==> src/rtl/ir_fetch.sv <==
// ir_fetch: issues one instruction-memory read per PC value and holds the returned word in the IR until the decoder takes it.
// Optional performance counters are built only when IR_FETCH_PERF_EN is defined.
module ir_fetch #(
    parameter int unsigned                 data_size    = 32,
    parameter int unsigned                 address_size = 10,
    parameter logic [address_size-1:0]     im_start     = 'h80,
    parameter int unsigned                 cnt_size     = 32
) (
    input  logic                    local_clock,
    input  logic                    reset,
    input  logic [address_size-1:0] pc,
    input  logic                    flush,
    output logic                    im_req,
    output logic [address_size-1:0] im_addr,
    input  logic [data_size-1:0]    im_rdata,
    input  logic                    im_ack,
    output logic [data_size-1:0]    ir,
    output logic                    ir_valid,
    input  logic                    ir_ready,
    output logic                    ir_enable,
    output logic [cnt_size-1:0]     fetch_cnt,
    output logic [cnt_size-1:0]     stall_cnt
);

    typedef enum logic [1:0] {
        IDLE,
        REQ,
        HOLD,
        SETTLE
    } state_t;

    state_t                  state_q, state_d;
    logic [address_size-1:0] im_addr_q, im_addr_d;
    logic [data_size-1:0]    ir_q, ir_d;
    logic                    ir_valid_q, ir_valid_d;
    logic                    drop_q, drop_d;
    logic                    im_req_c, ir_enable_c;

    always_comb begin
        state_d     = state_q;
        im_addr_d   = im_addr_q;
        ir_d        = ir_q;
        ir_valid_d  = ir_valid_q;
        drop_d      = drop_q;
        im_req_c    = 1'b0;
        ir_enable_c = 1'b0;
        case (state_q)
            IDLE: begin
                state_d   = REQ;
                im_addr_d = pc;
            end
            REQ: begin
                im_req_c = 1'b1;
                if (im_ack) begin
                    // A flush landing on the ack cycle poisons that word just like an earlier one.
                    if (drop_q || flush) begin
                        drop_d  = 1'b0;
                        state_d = SETTLE;
                    end else begin
                        ir_d       = im_rdata;
                        ir_valid_d = 1'b1;
                        state_d    = HOLD;
                    end
                end else if (flush) begin
                    drop_d = 1'b1;
                end
            end
            HOLD: begin
                if (flush) begin
                    ir_valid_d = 1'b0;
                    state_d    = SETTLE;
                end else if (ir_ready) begin
                    ir_enable_c = 1'b1;
                    ir_valid_d  = 1'b0;
                    state_d     = SETTLE;
                end
            end
            SETTLE: begin
                state_d   = REQ;
                im_addr_d = pc;
            end
            default: state_d = IDLE;
        endcase
    end

    always_ff @(posedge local_clock) begin
        if (reset) begin
            state_q    <= IDLE;
            im_addr_q  <= im_start;
            ir_q       <= '0;
            ir_valid_q <= 1'b0;
            drop_q     <= 1'b0;
        end else begin
            state_q    <= state_d;
            im_addr_q  <= im_addr_d;
            ir_q       <= ir_d;
            ir_valid_q <= ir_valid_d;
            drop_q     <= drop_d;
        end
    end

    assign im_req    = im_req_c;
    assign im_addr   = im_addr_q;
    assign ir        = ir_q;
    assign ir_valid  = ir_valid_q;
    assign ir_enable = ir_enable_c;

`ifdef IR_FETCH_PERF_EN
    logic [cnt_size-1:0] fetch_cnt_q, fetch_cnt_d;
    logic [cnt_size-1:0] stall_cnt_q, stall_cnt_d;
    logic                stall_c;

    always_comb begin
        stall_c     = ((state_q == REQ) && !im_ack) || ((state_q == HOLD) && !ir_ready);
        fetch_cnt_d = fetch_cnt_q;
        stall_cnt_d = stall_cnt_q;
        // Both counters stick at all-ones rather than wrapping.
        if (ir_enable_c && (fetch_cnt_q != '1))
            fetch_cnt_d = fetch_cnt_q + 1'b1;
        if (stall_c && (stall_cnt_q != '1))
            stall_cnt_d = stall_cnt_q + 1'b1;
    end

    always_ff @(posedge local_clock) begin
        if (reset) begin
            fetch_cnt_q <= '0;
            stall_cnt_q <= '0;
        end else begin
            fetch_cnt_q <= fetch_cnt_d;
            stall_cnt_q <= stall_cnt_d;
        end
    end

    assign fetch_cnt = fetch_cnt_q;
    assign stall_cnt = stall_cnt_q;
`else
    assign fetch_cnt = '0;
    assign stall_cnt = '0;
`endif

endmodule

==> config.mk <==
export PLATFORM = sky130hd
export DESIGN_NAME = ir_fetch
export DESIGN_NICKNAME = d
export VERILOG_FILES = /design/src/rtl/ir_fetch.sv
export SDC_FILE = /design/constraint.sdc
export NUM_CORES = 1
export LEC_CHECK = 0
export ABC_AREA = 0
export BUFFER_PORTS_ARGS = -buffer_cell sky130_fd_sc_hd__clkbuf_2
export CAP_MARGIN = 20
export CORE_ASPECT_RATIO = 1.5
export CORE_MARGIN = 2
export CORE_UTILIZATION = 35
export DETAILED_ROUTE_END_ITERATION = 7
export PLACE_DENSITY = 0.66
export SLEW_MARGIN = 20
export SYNTH_ARGS = -nofsm -noshare
export SYNTH_HDL_FRONTEND = slang
export SYNTH_SLANG_ARGS = --single-unit
export TNS_END_PERCENT = 50
==> constraint.sdc <==
create_clock -name local_clock -period 3.3 [get_ports local_clock]
set_clock_uncertainty 0.05 [all_clocks]
set_input_delay 0.33 -clock local_clock [delete_from_list [all_inputs] [get_ports local_clock]]
set_output_delay 0.33 -clock local_clock [all_outputs]
set_load 0.02 [all_outputs]
==> results of run 1 <==
==> cells in the mapped netlist <==
cell type  number
a211o_1         1
a211oi_1        1
nand4bb_1       1
ha_1            3
nand2b_1        1
a21oi_1        28
and3b_2         1
dfxtp_1        46
o21a_1          1
nor2_1         10
mux2i_1         9
o21ai_0         2
buf_2           6
a311oi_2        1
buf_8           3
and4bb_1        1
a21oi_2         8
conb_1          1
nand2_1        64
nor3b_1         1
buf_1           1
or3_1           1
buf_4          64
clkbuf_1        3
nor2b_1         2
buf_6           1
inv_1           2
==> flip-flops by register name (all words and copies together), names as in the netlist <==
name / flops
drop_q: 1
state_q: 2
ir_valid: 1
im_addr: 10
ir: 32
==> per-layer routing <==
layer,vias to the layer above,wire (um)
li1,878,-
met1,801,1656
met2,101,2298
met3,12,414
met4,0,142
met5,-,0
==> cell type report <==
class,instances,area share
multi-input cells,200,0.3825
well taps,74,0.03647
repair buffers,93,0.1853
flip-flops and latches,46,0.3627
clock buffers,7,0.03006
inverters,2,0.002957
==> power breakdown <==
group          internal, mW  switching, mW  total (mW)
Sequential            0.593         0.0211       0.614
Combinational        0.0972          0.206       0.303
Clock                 0.146          0.176       0.322
Total                 0.837          0.403        1.24
==> cell families after synthesis <==
group | Yosys count | synth area share
AO/OA/AOI/OAI | 42 | 0.1154
other | 1 | 0.001671
flip-flops | 46 | 0.4103
adder cells (fa/ha/maj) | 3 | 0.01672
multiplexers | 9 | 0.04014
buffers and inverters | 80 | 0.2625
AND/OR/NAND/NOR | 82 | 0.1533
==> worst paths after layout <==
path / from / to / slack, ns
max: state_q[1]$_SDFFE_PP0P_ / ir[31]$_SDFFE_PP0P_ / 1.26
min: pc[7] / im_addr[7]$_SDFFE_PP1P_ / 0.19
max reg2reg: state_q[1]$_SDFFE_PP0P_ / ir[31]$_SDFFE_PP0P_ / 1.26
min reg2reg: ir[21]$_SDFFE_PP0P_ / ir[21]$_SDFFE_PP0P_ / 0.41
==> metrics by stage <==
step / utilization / instances
after global placement: 0.3988 / 415
after global routing: 0.4111 / 422
after floorplan: - / 326
final: 0.4111 / 422
after CTS: 0.4111 / 422
after detailed placement: 0.3988 / 415
==> impl_metrics.env, run 1 <==
export IMPL_crit_path_start_kind="flop"
export IMPL_final_setup_worst_slack_ns=1.262
export IMPL_globalRouteTotalUtil=0.1204
export IMPL_avgViaCountPerCell=4.246
export IMPL_preCtsSetupSlack_ns=1.232
export IMPL_routing_usage_on_met1=0.1258
export IMPL_p_leak_nw=1.250
export IMPL_die_area_um2=7083
export IMPL_cellPowerDensity_nw_per_um2=488.5
export IMPL_share_of_layout_cells_above_drive_strength_1=0.3103
export IMPL_criticalPathCategory="reg2reg"
export IMPL_global_route_wire_length_before_repair_um=6762
export IMPL_whs_ns=0.1918
export IMPL_cts_reportedPaths_clkPinSlew_ns=0.08
export IMPL_crit_path_cell_trace="inv_1 > ha_1 > nand4bb_1 > buf_4 > nand2_1 > a21oi_2"
export IMPL_setup_violations=0
export IMPL_final_area_um2=2539
export IMPL_via_count_of_the_first_global_routing_pass=1529
export IMPL_place_port_buffers=91
export IMPL_syn2layout_area_growth_pct=13.10
export IMPL_ctsHoldBuffers=0
export IMPL_nFillCells=648
export IMPL_timing_reg2reg_worst_path_depth=6
export IMPL_cts_buffers_inserted=5
export IMPL_floorplan_initialDensity=0.3635
export IMPL_mappedNetlistArea_um2=2245
export IMPL_std_cell_rows=35
export IMPL_dr_total_vias=1792
export IMPL_drt_iter0_drc=53
export IMPL_path_depth=6
export IMPL_avgRoutedWirePerCell_um=10.69
export IMPL_outcome="complete, no violations"
export IMPL_clock_sink_count=46
export IMPL_die_width_um=69.39
export IMPL_totalPowerFinal_mw=1.240
export IMPL_crit_slowest_cell="nand4bb_1"
export IMPL_yosys_warnings=0
export IMPL_drv_slew=0
export IMPL_ir_drop_uv=197.4
export IMPL_worstPathMaxFanout=17
export IMPL_seq_area_frac_synth=0.4103
export IMPL_netlist_cell_type_count=27
export IMPL_cts_setup_buffers=0
export IMPL_mostFrequentLayoutCell="clkbuf_2"
export IMPL_cell_type_contributing_the_most_total_cell_area_after_synthesis="dfxtp_1"
export IMPL_drt_wl_total_um=4512
export IMPL_io_pin_count=156
export IMPL_share_of_yosys_cell_area_claimed_by_the_top_area_cell_type=0.4103
export IMPL_multi_input_area_um2=970.9
export IMPL_gpl_final_weighted_congestion=0.7830
export IMPL_totalNegativeSetupSlack_ns=0
export IMPL_tritoncts="built"
export IMPL_worst_hold_path_num_cells=2
export IMPL_grt_max_degree=47
export IMPL_post_synth_inst_count=263
export IMPL_ctsResizeCount=0
export IMPL_remaining_drc_errors=0
export IMPL_worstSkewPairLatency_ns=0.29
export IMPL_number_of_antenna_violations_at_the_first_check_in_global_routing=0
export IMPL_seq_area_um2=920.9
export IMPL_worst_endpoint_required_time_ns=3.38
export IMPL_clk_root_buffer_cell="clkbuf_8"
export IMPL_ctsLongestPathBuffers=2
export IMPL_met2_usage=0.2160
export IMPL_critical_path_top_delay_family="simple AND/OR/NAND/NOR gates"
export IMPL_timing_max_cap_violations=0
export IMPL_min_path_type="in2reg"
export IMPL_finalCritPeriodShare=0.6175
export IMPL_detailedRoute_firstPassIterationCount=4
export IMPL_syn_area_per_cell_um2=8.535
export IMPL_worstPathBufferInverterCount=2
export IMPL_max_slew_margin_rel=0.2965
export IMPL_worst_slew_pin_slew_ns=1.055
export IMPL_crit_path_end_kind="flop"
export IMPL_hold_violations=0
export IMPL_critical_path_arrival_ns=2.12
export IMPL_core_region_area_um2=6175
export IMPL_postRouteAntennaNets=0
export IMPL_count_of_inserted_antenna_diode_cells=0
export IMPL_synth_area_leaders="dfxtp_1 41%, buf_4 21%, nand2_1 11%"
export IMPL_placedInstanceArea_um2=2462
export IMPL_busiest_layer="met2"
export IMPL_use_met3=0.03156
export IMPL_cts_htree_levels=2
export IMPL_final_nets=398
export IMPL_ys_ff_latch=46
export IMPL_globalRouteOverflowTotal=0
export IMPL_slowest_delay_ns=0.58
export IMPL_layout_common_cells="91 x clkbuf_2, 64 x nand2_1, 64 x conb_1"
export IMPL_layout_min_cycle_time_ns=2.038
export IMPL_grt_setup_unrepaired="no"
export IMPL_dieHeight_um=102.1
export IMPL_place_hpwl_um=3372
export IMPL_fmaxAchievable_ghz=0.4907
(Power assumes the default switching activity.)
==> run 2: changes to the inputs <==
--- a/config.mk
+++ b/config.mk
@@ -5,14 +5,14 @@
 export SDC_FILE = /design/constraint.sdc
 export NUM_CORES = 1
 export LEC_CHECK = 0
-export ABC_AREA = 0
+export ABC_AREA = 1
 export BUFFER_PORTS_ARGS = -buffer_cell sky130_fd_sc_hd__clkbuf_2
 export CAP_MARGIN = 20
 export CORE_ASPECT_RATIO = 1.5
 export CORE_MARGIN = 2
 export CORE_UTILIZATION = 35
 export DETAILED_ROUTE_END_ITERATION = 7
-export PLACE_DENSITY = 0.66
+export PLACE_DENSITY = 0.65
 export SLEW_MARGIN = 20
 export SYNTH_ARGS = -nofsm -noshare
 export SYNTH_HDL_FRONTEND = slang
==> constraint.sdc (replaced) <==
create_clock -name local_clock -period 1.7 [get_ports local_clock]
set_clock_uncertainty 0.05 [all_clocks]
set_input_delay 0.17 -clock local_clock [delete_from_list [all_inputs] [get_ports local_clock]]
set_output_delay 0.17 -clock local_clock [all_outputs]
set_load 0.02 [all_outputs]
==> run 2 against run 1 <==
Effect of this change: total power is 130% higher; register-to-register slack worse by 1.0 ns; clock power is 140% higher; largest cell class unchanged; final area is 16% higher; largest power group unchanged; combinational power grew to 2.8 times the previous value; critical endpoint is now ir[3]$_SDFFE_PP0P_; utilization is 0.41 points lower; wire length is 14% higher; sequential power is 100% higher; synthesized area is 16% higher; global-route usage is 0.20 points higher; non-clock buffer count is 3 higher.
==> impl_metrics.env, run 2 <==
export IMPL_outcome="complete, no violations"
export IMPL_cts_buffers_inserted=5
export IMPL_crit_path_cell_trace="inv_1 > ha_1 > nand2_4 > inv_8 > nand2_8 > nand2_1 > a21oi_2"
export IMPL_ctsLongestPathBuffers=2
export IMPL_globalRouteOverflowTotal=0
export IMPL_nFillCells=780
export IMPL_worst_endpoint_required_time_ns=1.83
export IMPL_dominantRegCellSynth="dfxtp_1"
export IMPL_mostFrequentLayoutCell="clkbuf_2"
export IMPL_share_of_layout_cells_above_drive_strength_1=0.4531
export IMPL_gpl_final_weighted_congestion=0.7601
export IMPL_place_port_buffers=91
export IMPL_yosys_top_cells_count="64 x buf_4, 46 x dfxtp_1, 39 x nand2_1, 31 x a21oi_2, 30 x nand3_2"
export IMPL_dr_total_vias=1972
export IMPL_drt_iter0_drc=53
export IMPL_synth_most_common_cell="buf_4"
export IMPL_min_path_type="in2reg"
export IMPL_tritoncts="built"
export IMPL_critical_path_arrival_ns=1.61
export IMPL_totalNegativeSetupSlack_ns=0
export IMPL_ctsHoldBuffers=0
export IMPL_dp_cells=465
export IMPL_io_pin_count=156
export IMPL_mappedNetlistArea_um2=2611
export IMPL_finish_cell_count_without_fillers=473
export IMPL_die_area_um2=8182
export IMPL_count_of_inserted_antenna_diode_cells=0
export IMPL_post_route_util=0.4070
export IMPL_netlist_cell_type_count=24
export IMPL_cellPowerDensity_nw_per_um2=971.0
export IMPL_post_synth_inst_count=287
export IMPL_layout_common_cells="91 x clkbuf_2, 64 x conb_1, 46 x dfxtp_1"
export IMPL_worstPathMaxFanout=32
export IMPL_hold_violations=0
export IMPL_global_route_wire_length_before_repair_um=7762
export IMPL_p_leak_nw=1.319
export IMPL_synth_area_leaders="dfxtp_1 35%, buf_4 18%, nand3_2 11%"
export IMPL_place_hpwl_um=3901
export IMPL_ys_ff_latch=46
export IMPL_detailedRoute_firstPassIterationCount=4
export IMPL_cts_reportedPaths_clkPinSlew_ns=0.09
export IMPL_globalRouteTotalUtil=0.1224
export IMPL_dieHeight_um=109.8
export IMPL_fmaxAchievable_ghz=0.6728
export IMPL_grt_setup_unrepaired="no"
export IMPL_via_count_of_the_first_global_routing_pass=1726
export IMPL_grt_max_degree=33
export IMPL_postRouteAntennaNets=0
export IMPL_avgRoutedWirePerCell_um=10.85
export IMPL_worstSkewPairLatency_ns=0.30
export IMPL_yosys_warnings=0
export IMPL_avgViaCountPerCell=4.169
export IMPL_drv_slew=0
export IMPL_core_region_area_um2=7227
export IMPL_final_nets=422
export IMPL_largest_reg_flops=32
export IMPL_timing_max_cap_violations=0
export IMPL_cell_type_contributing_the_most_total_cell_area_after_synthesis="dfxtp_1"
export IMPL_crit_path_start_kind="flop"
export IMPL_crit_slowest_cell="dfxtp_1"
export IMPL_layout_min_cycle_time_ns=1.486
export IMPL_die_width_um=74.53
export IMPL_syn2layout_area_growth_pct=12.65
export IMPL_cts_htree_levels=2
export IMPL_asyncSetResetFlopFracSynth=0
export IMPL_crit_path_end_kind="flop"
export IMPL_post_synth_edffs=0
export IMPL_clk_root_buffer_cell="clkbuf_8"
export IMPL_criticalPathCategory="reg2reg"
export IMPL_setup_violations=0
export IMPL_whs_ns=0.03579
export IMPL_finalCritPeriodShare=0.8743
export IMPL_seq_area_frac_synth=0.3527
export IMPL_ctsResizeCount=0
export IMPL_number_of_antenna_violations_at_the_first_check_in_global_routing=0
export IMPL_remaining_drc_errors=0
export IMPL_drt_wl_total_um=5132
export IMPL_share_of_yosys_cell_area_claimed_by_the_top_area_cell_type=0.3527
export IMPL_clock_sink_count=46
export IMPL_slowest_delay_ns=0.34
export IMPL_std_cell_rows=38
export IMPL_floorplan_initialDensity=0.3613
export IMPL_syn_area_per_cell_um2=9.098
export IMPL_cts_setup_buffers=0
export IMPL_ir_drop_uv=462.8
## run 2: through the flow
stage	setup slack [ns]	area [um2]	power [mW]
6_report	0.2137	2942	2.856
5_1_grt	0.08434	2942	3.042
4_1_cts	0.1816	2942	2.911
3_5_place_dp	0.2063	2831	2.125
3_3_place_gp	0.2779	2831	2.113
2_1_floorplan	0.2663	2848	2.030
## run 2: final timing paths
path / start / to / slack [ns] / cells past startpoint
setup / recovery: state_q[1]$_SDFFE_PP0P_ / ir[3]$_SDFFE_PP0P_ / 0.21 / 7
hold / removal: pc[7] / im_addr[7]$_SDFFE_PP1P_ / 0.04 / 3
setup reg to reg: state_q[1]$_SDFFE_PP0P_ / ir[3]$_SDFFE_PP0P_ / 0.21 / 7
hold reg to reg: ir[14]$_SDFFE_PP0P_ / ir[14]$_SDFFE_PP0P_ / 0.42 / 2
## run 2: metal layers
metal  routed length (um)  GRT usage  vias to the layer above  part of all wire
met5                    0          0                        -                 0
met3                  429    0.03116                        7             0.084
met1                 2020     0.1425                      899              0.39
met4                   72    0.04974                        0             0.014
li1                     -          -                      969                 -
met2                 2610     0.2099                       97              0.51
## run 2: where the power goes
part / internal, mW / switching, mW
combinational: 0.250 / 0.598
sequential: 1.19 / 0.0558
clock: 0.411 / 0.357
total: 1.85 / 1.01
## run 2: cells by family (layout without fill, tap and decap cells)
group / count (synthesis) / count (layout) / share of synthesized area
compound gates: 47 / 47 / 0.1356
fa+ha+maj: 3 / 3 / 0.01438
buf+inv: 89 / 112 / 0.2669
other cells: 1 / 64 / 0.001436
simple gates: 101 / 101 / 0.2290
flops: 46 / 46 / 0.3527
## run 2: critical path: cells and delay by family (launching register included)
kind / cells / cell delay (ns)
buf+inv: 2 / 0.24
flops: 1 / 0.34
fa+ha+maj: 1 / 0.26
compound gates: 1 / 0.05
simple gates: 3 / 0.42
## run 2: final cells by class
cell class / count / area, um2 / share of cell area
Sequential cell: 46 / 920.9 / 0.3131
Inverter: 8 / 37.54 / 0.01276
Tap cell: 100 / 125.1 / 0.04254
Timing Repair Buffer: 96 / 518.0 / 0.1761
Clock buffer: 8 / 110.1 / 0.03743
Multi-Input combinational cell: 215 / 1230 / 0.4181
==> run 3: changes to the inputs <==
--- a/config.mk
+++ b/config.mk
@@ -6,7 +6,7 @@
 export NUM_CORES = 1
 export LEC_CHECK = 0
 export ABC_AREA = 1
-export BUFFER_PORTS_ARGS = -buffer_cell sky130_fd_sc_hd__clkbuf_2
+export BUFFER_PORTS_ARGS = -buffer_cell sky130_fd_sc_hd__buf_2
 export CAP_MARGIN = 20
 export CORE_ASPECT_RATIO = 1.5
 export CORE_MARGIN = 2
==> run 3 against run 2 <==
Effect of this change: flip-flop and latch count stayed put; via count is 1.0% lower; setup slack worse by 0.025 ns; fmax is 1.6% lower; die area stayed put; critical path depth stayed put; wire length is 0.47% lower; hold slack better by 0.0099 ns; cell count stayed put; utilization is 0.26 points lower.
==> impl_metrics.env, run 3 (synthesis results as in run 2) <==
export IMPL_placedInstanceArea_um2=2831
export IMPL_syn2layout_area_growth_pct=11.93
export IMPL_rr_endpoint="ir[30]$_SDFFE_PP0P_"
export IMPL_global_route_wire_length_before_repair_um=7576
export IMPL_timing_max_cap_violations=0
export IMPL_clk_root_buffer_cell="clkbuf_8"
export IMPL_outcome="complete, no violations"
export IMPL_drv_slew=0
export IMPL_crit_path_start_kind="flop"
export IMPL_via_count_of_the_first_global_routing_pass=1706
export IMPL_avgViaCountPerCell=4.127
export IMPL_crit_path_end_kind="flop"
export IMPL_floorplan_initialDensity=0.3613
export IMPL_finalCritPeriodShare=0.8889
export IMPL_drt_wl_total_um=5108
export IMPL_globalRouteTotalUtil=0.1199
export IMPL_seq_area_um2=920.9
export IMPL_min_path_type="in2reg"
export IMPL_worst_hold_path_num_cells=3
export IMPL_drt_iter0_drc=63
export IMPL_grt_setup_unrepaired="no"
export IMPL_slowest_delay_ns=0.34
export IMPL_core_region_area_um2=7227
export IMPL_layout_min_cycle_time_ns=1.511
export IMPL_avgRoutedWirePerCell_um=10.80
export IMPL_layout_common_cells="91 x buf_2, 64 x conb_1, 46 x dfxtp_1"
export IMPL_crit_slowest_cell="dfxtp_1"
export IMPL_detailedRoute_firstPassIterationCount=4
export IMPL_ir_drop_uv=418.2
export IMPL_dr_total_vias=1952
export IMPL_postRouteAntennaNets=0
export IMPL_place_port_buffers=91
export IMPL_worst_endpoint_required_time_ns=1.88
export IMPL_worstReg2RegStart="state_q[1]$_SDFFE_PP0P_"
export IMPL_cts_buffers_inserted=5
export IMPL_number_of_antenna_violations_at_the_first_check_in_global_routing=0
export IMPL_die_width_um=74.53
export IMPL_setup_violations=0
export IMPL_clock_sink_count=46
export IMPL_cts_setup_buffers=0
export IMPL_p_leak_nw=1.332
export IMPL_criticalPathCategory="reg2reg"
export IMPL_timing_reg2reg_worst_path_depth=7
export IMPL_final_area_um2=2923
export IMPL_crit_path_cell_trace="inv_1 > ha_1 > nand2_4 > inv_8 > buf_12 > nand3_2 > a21oi_2"
export IMPL_worstPathBufferInverterCount=3
export IMPL_die_area_um2=8182
export IMPL_cellPowerDensity_nw_per_um2=948.6
export IMPL_worstPathMaxFanout=19
export IMPL_ctsHoldBuffers=0
export IMPL_holdPathEnd="im_addr[4]$_SDFFE_PP0P_"
export IMPL_multi_input_area_um2=1230
export IMPL_gpl_final_weighted_congestion=0.7590
export IMPL_critical_path_arrival_ns=1.69
export IMPL_ctsResizeCount=0
export IMPL_holdCritStartpoint="pc[4]"
export IMPL_timing_reg2reg_setup_slack_ns=0.19
export IMPL_whs_ns=0.04568
export IMPL_totalNegativeSetupSlack_ns=0
export IMPL_share_of_layout_cells_above_drive_strength_1=0.4504
export IMPL_ctsLongestPathBuffers=2
export IMPL_dieHeight_um=109.8
export IMPL_grt_max_degree=33
export IMPL_mostFrequentLayoutCell="buf_2"
export IMPL_fmaxAchievable_ghz=0.6618
export IMPL_place_hpwl_um=3900
export IMPL_io_pin_count=156
export IMPL_final_nets=422
export IMPL_globalRouteOverflowTotal=0
export IMPL_std_cell_rows=38
export IMPL_remaining_drc_errors=0
export IMPL_worstSkewPairLatency_ns=0.29
export IMPL_cts_reportedPaths_clkPinSlew_ns=0.08
export IMPL_largest_reg_flops=32
export IMPL_tritoncts="built"
export IMPL_nFillCells=780
export IMPL_hold_violations=0
export IMPL_count_of_inserted_antenna_diode_cells=0
export IMPL_cts_htree_levels=2
export IMPL_critical_path_top_delay_family="buffers and inverters"
-- run 3: cell count changes in the layout (fill, tap and decap cells not counted) --
cell,change
clkinv_2,+1
clkbuf_8,-2
clkbuf_2,-91
clkbuf_1,+1
buf_2,+91
-- run 3: per-stage QoR --
| step | utilization | total power, mW | setup WS [ns] | instances |
|---|---|---|---|---|
| floorplan | - | 2.030 | 0.2663 | 350 |
| global placement | 0.3918 | 2.111 | 0.2820 | 465 |
| detailed placement | 0.3918 | 2.122 | 0.2087 | 465 |
| CTS | 0.4044 | 2.818 | 0.1978 | 473 |
| global route | 0.4044 | 2.954 | 0.08492 | 473 |
| finish | 0.4044 | 2.773 | 0.1889 | 473 |
-- run 3: routing by layer --
| metal | GRT usage | vias up | part of all wire |
|---|---|---|---|
| li1 | - | 966 | - |
| met1 | 0.1417 | 883 | 0.40 |
| met2 | 0.2048 | 96 | 0.50 |
| met3 | 0.03300 | 7 | 0.084 |
| met4 | 0.04209 | 0 | 0.013 |
| met5 | 0 | - | 0 |
-- run 3: final cells by class --
class | count | share of cell area
inverter | 8 | 0.01284
clock inverter | 1 | 0.001712
sequential | 46 | 0.3151
tap | 100 | 0.04281
clock buffer | 7 | 0.02954
multi-input combinational | 215 | 0.4208
timing repair buffer | 96 | 0.1772
-- run 3: where the power goes --
part / internal [mW] / switching, mW / leakage, nW
Sequential: 1.19 / 0.0523 / 0.375
Combinational: 0.252 / 0.599 / 0.908
Clock: 0.329 / 0.355 / 0.0482
-- run 3: worst min-delay path: stages --
cell and delay (ns):
buf_2 0.07, nor2_1 0.03, nor2_1 0.08
-- run 3: worst max path at each step --
stage	start	to	slack (ns)	cells after the start
floorplan	state_q[1]$_SDFFE_PP0P_	ir[10]$_SDFFE_PP0P_	0.27	8
global placement	state_q[1]$_SDFFE_PP0P_	ir[3]$_SDFFE_PP0P_	0.28	7
detailed placement	state_q[1]$_SDFFE_PP0P_	ir[8]$_SDFFE_PP0P_	0.21	7
CTS	state_q[1]$_SDFFE_PP0P_	ir[8]$_SDFFE_PP0P_	0.20	7
global route	state_q[1]$_SDFFE_PP0P_	ir[0]$_SDFFE_PP0P_	0.08	7
finish	state_q[1]$_SDFFE_PP0P_	ir[30]$_SDFFE_PP0P_	0.19	7
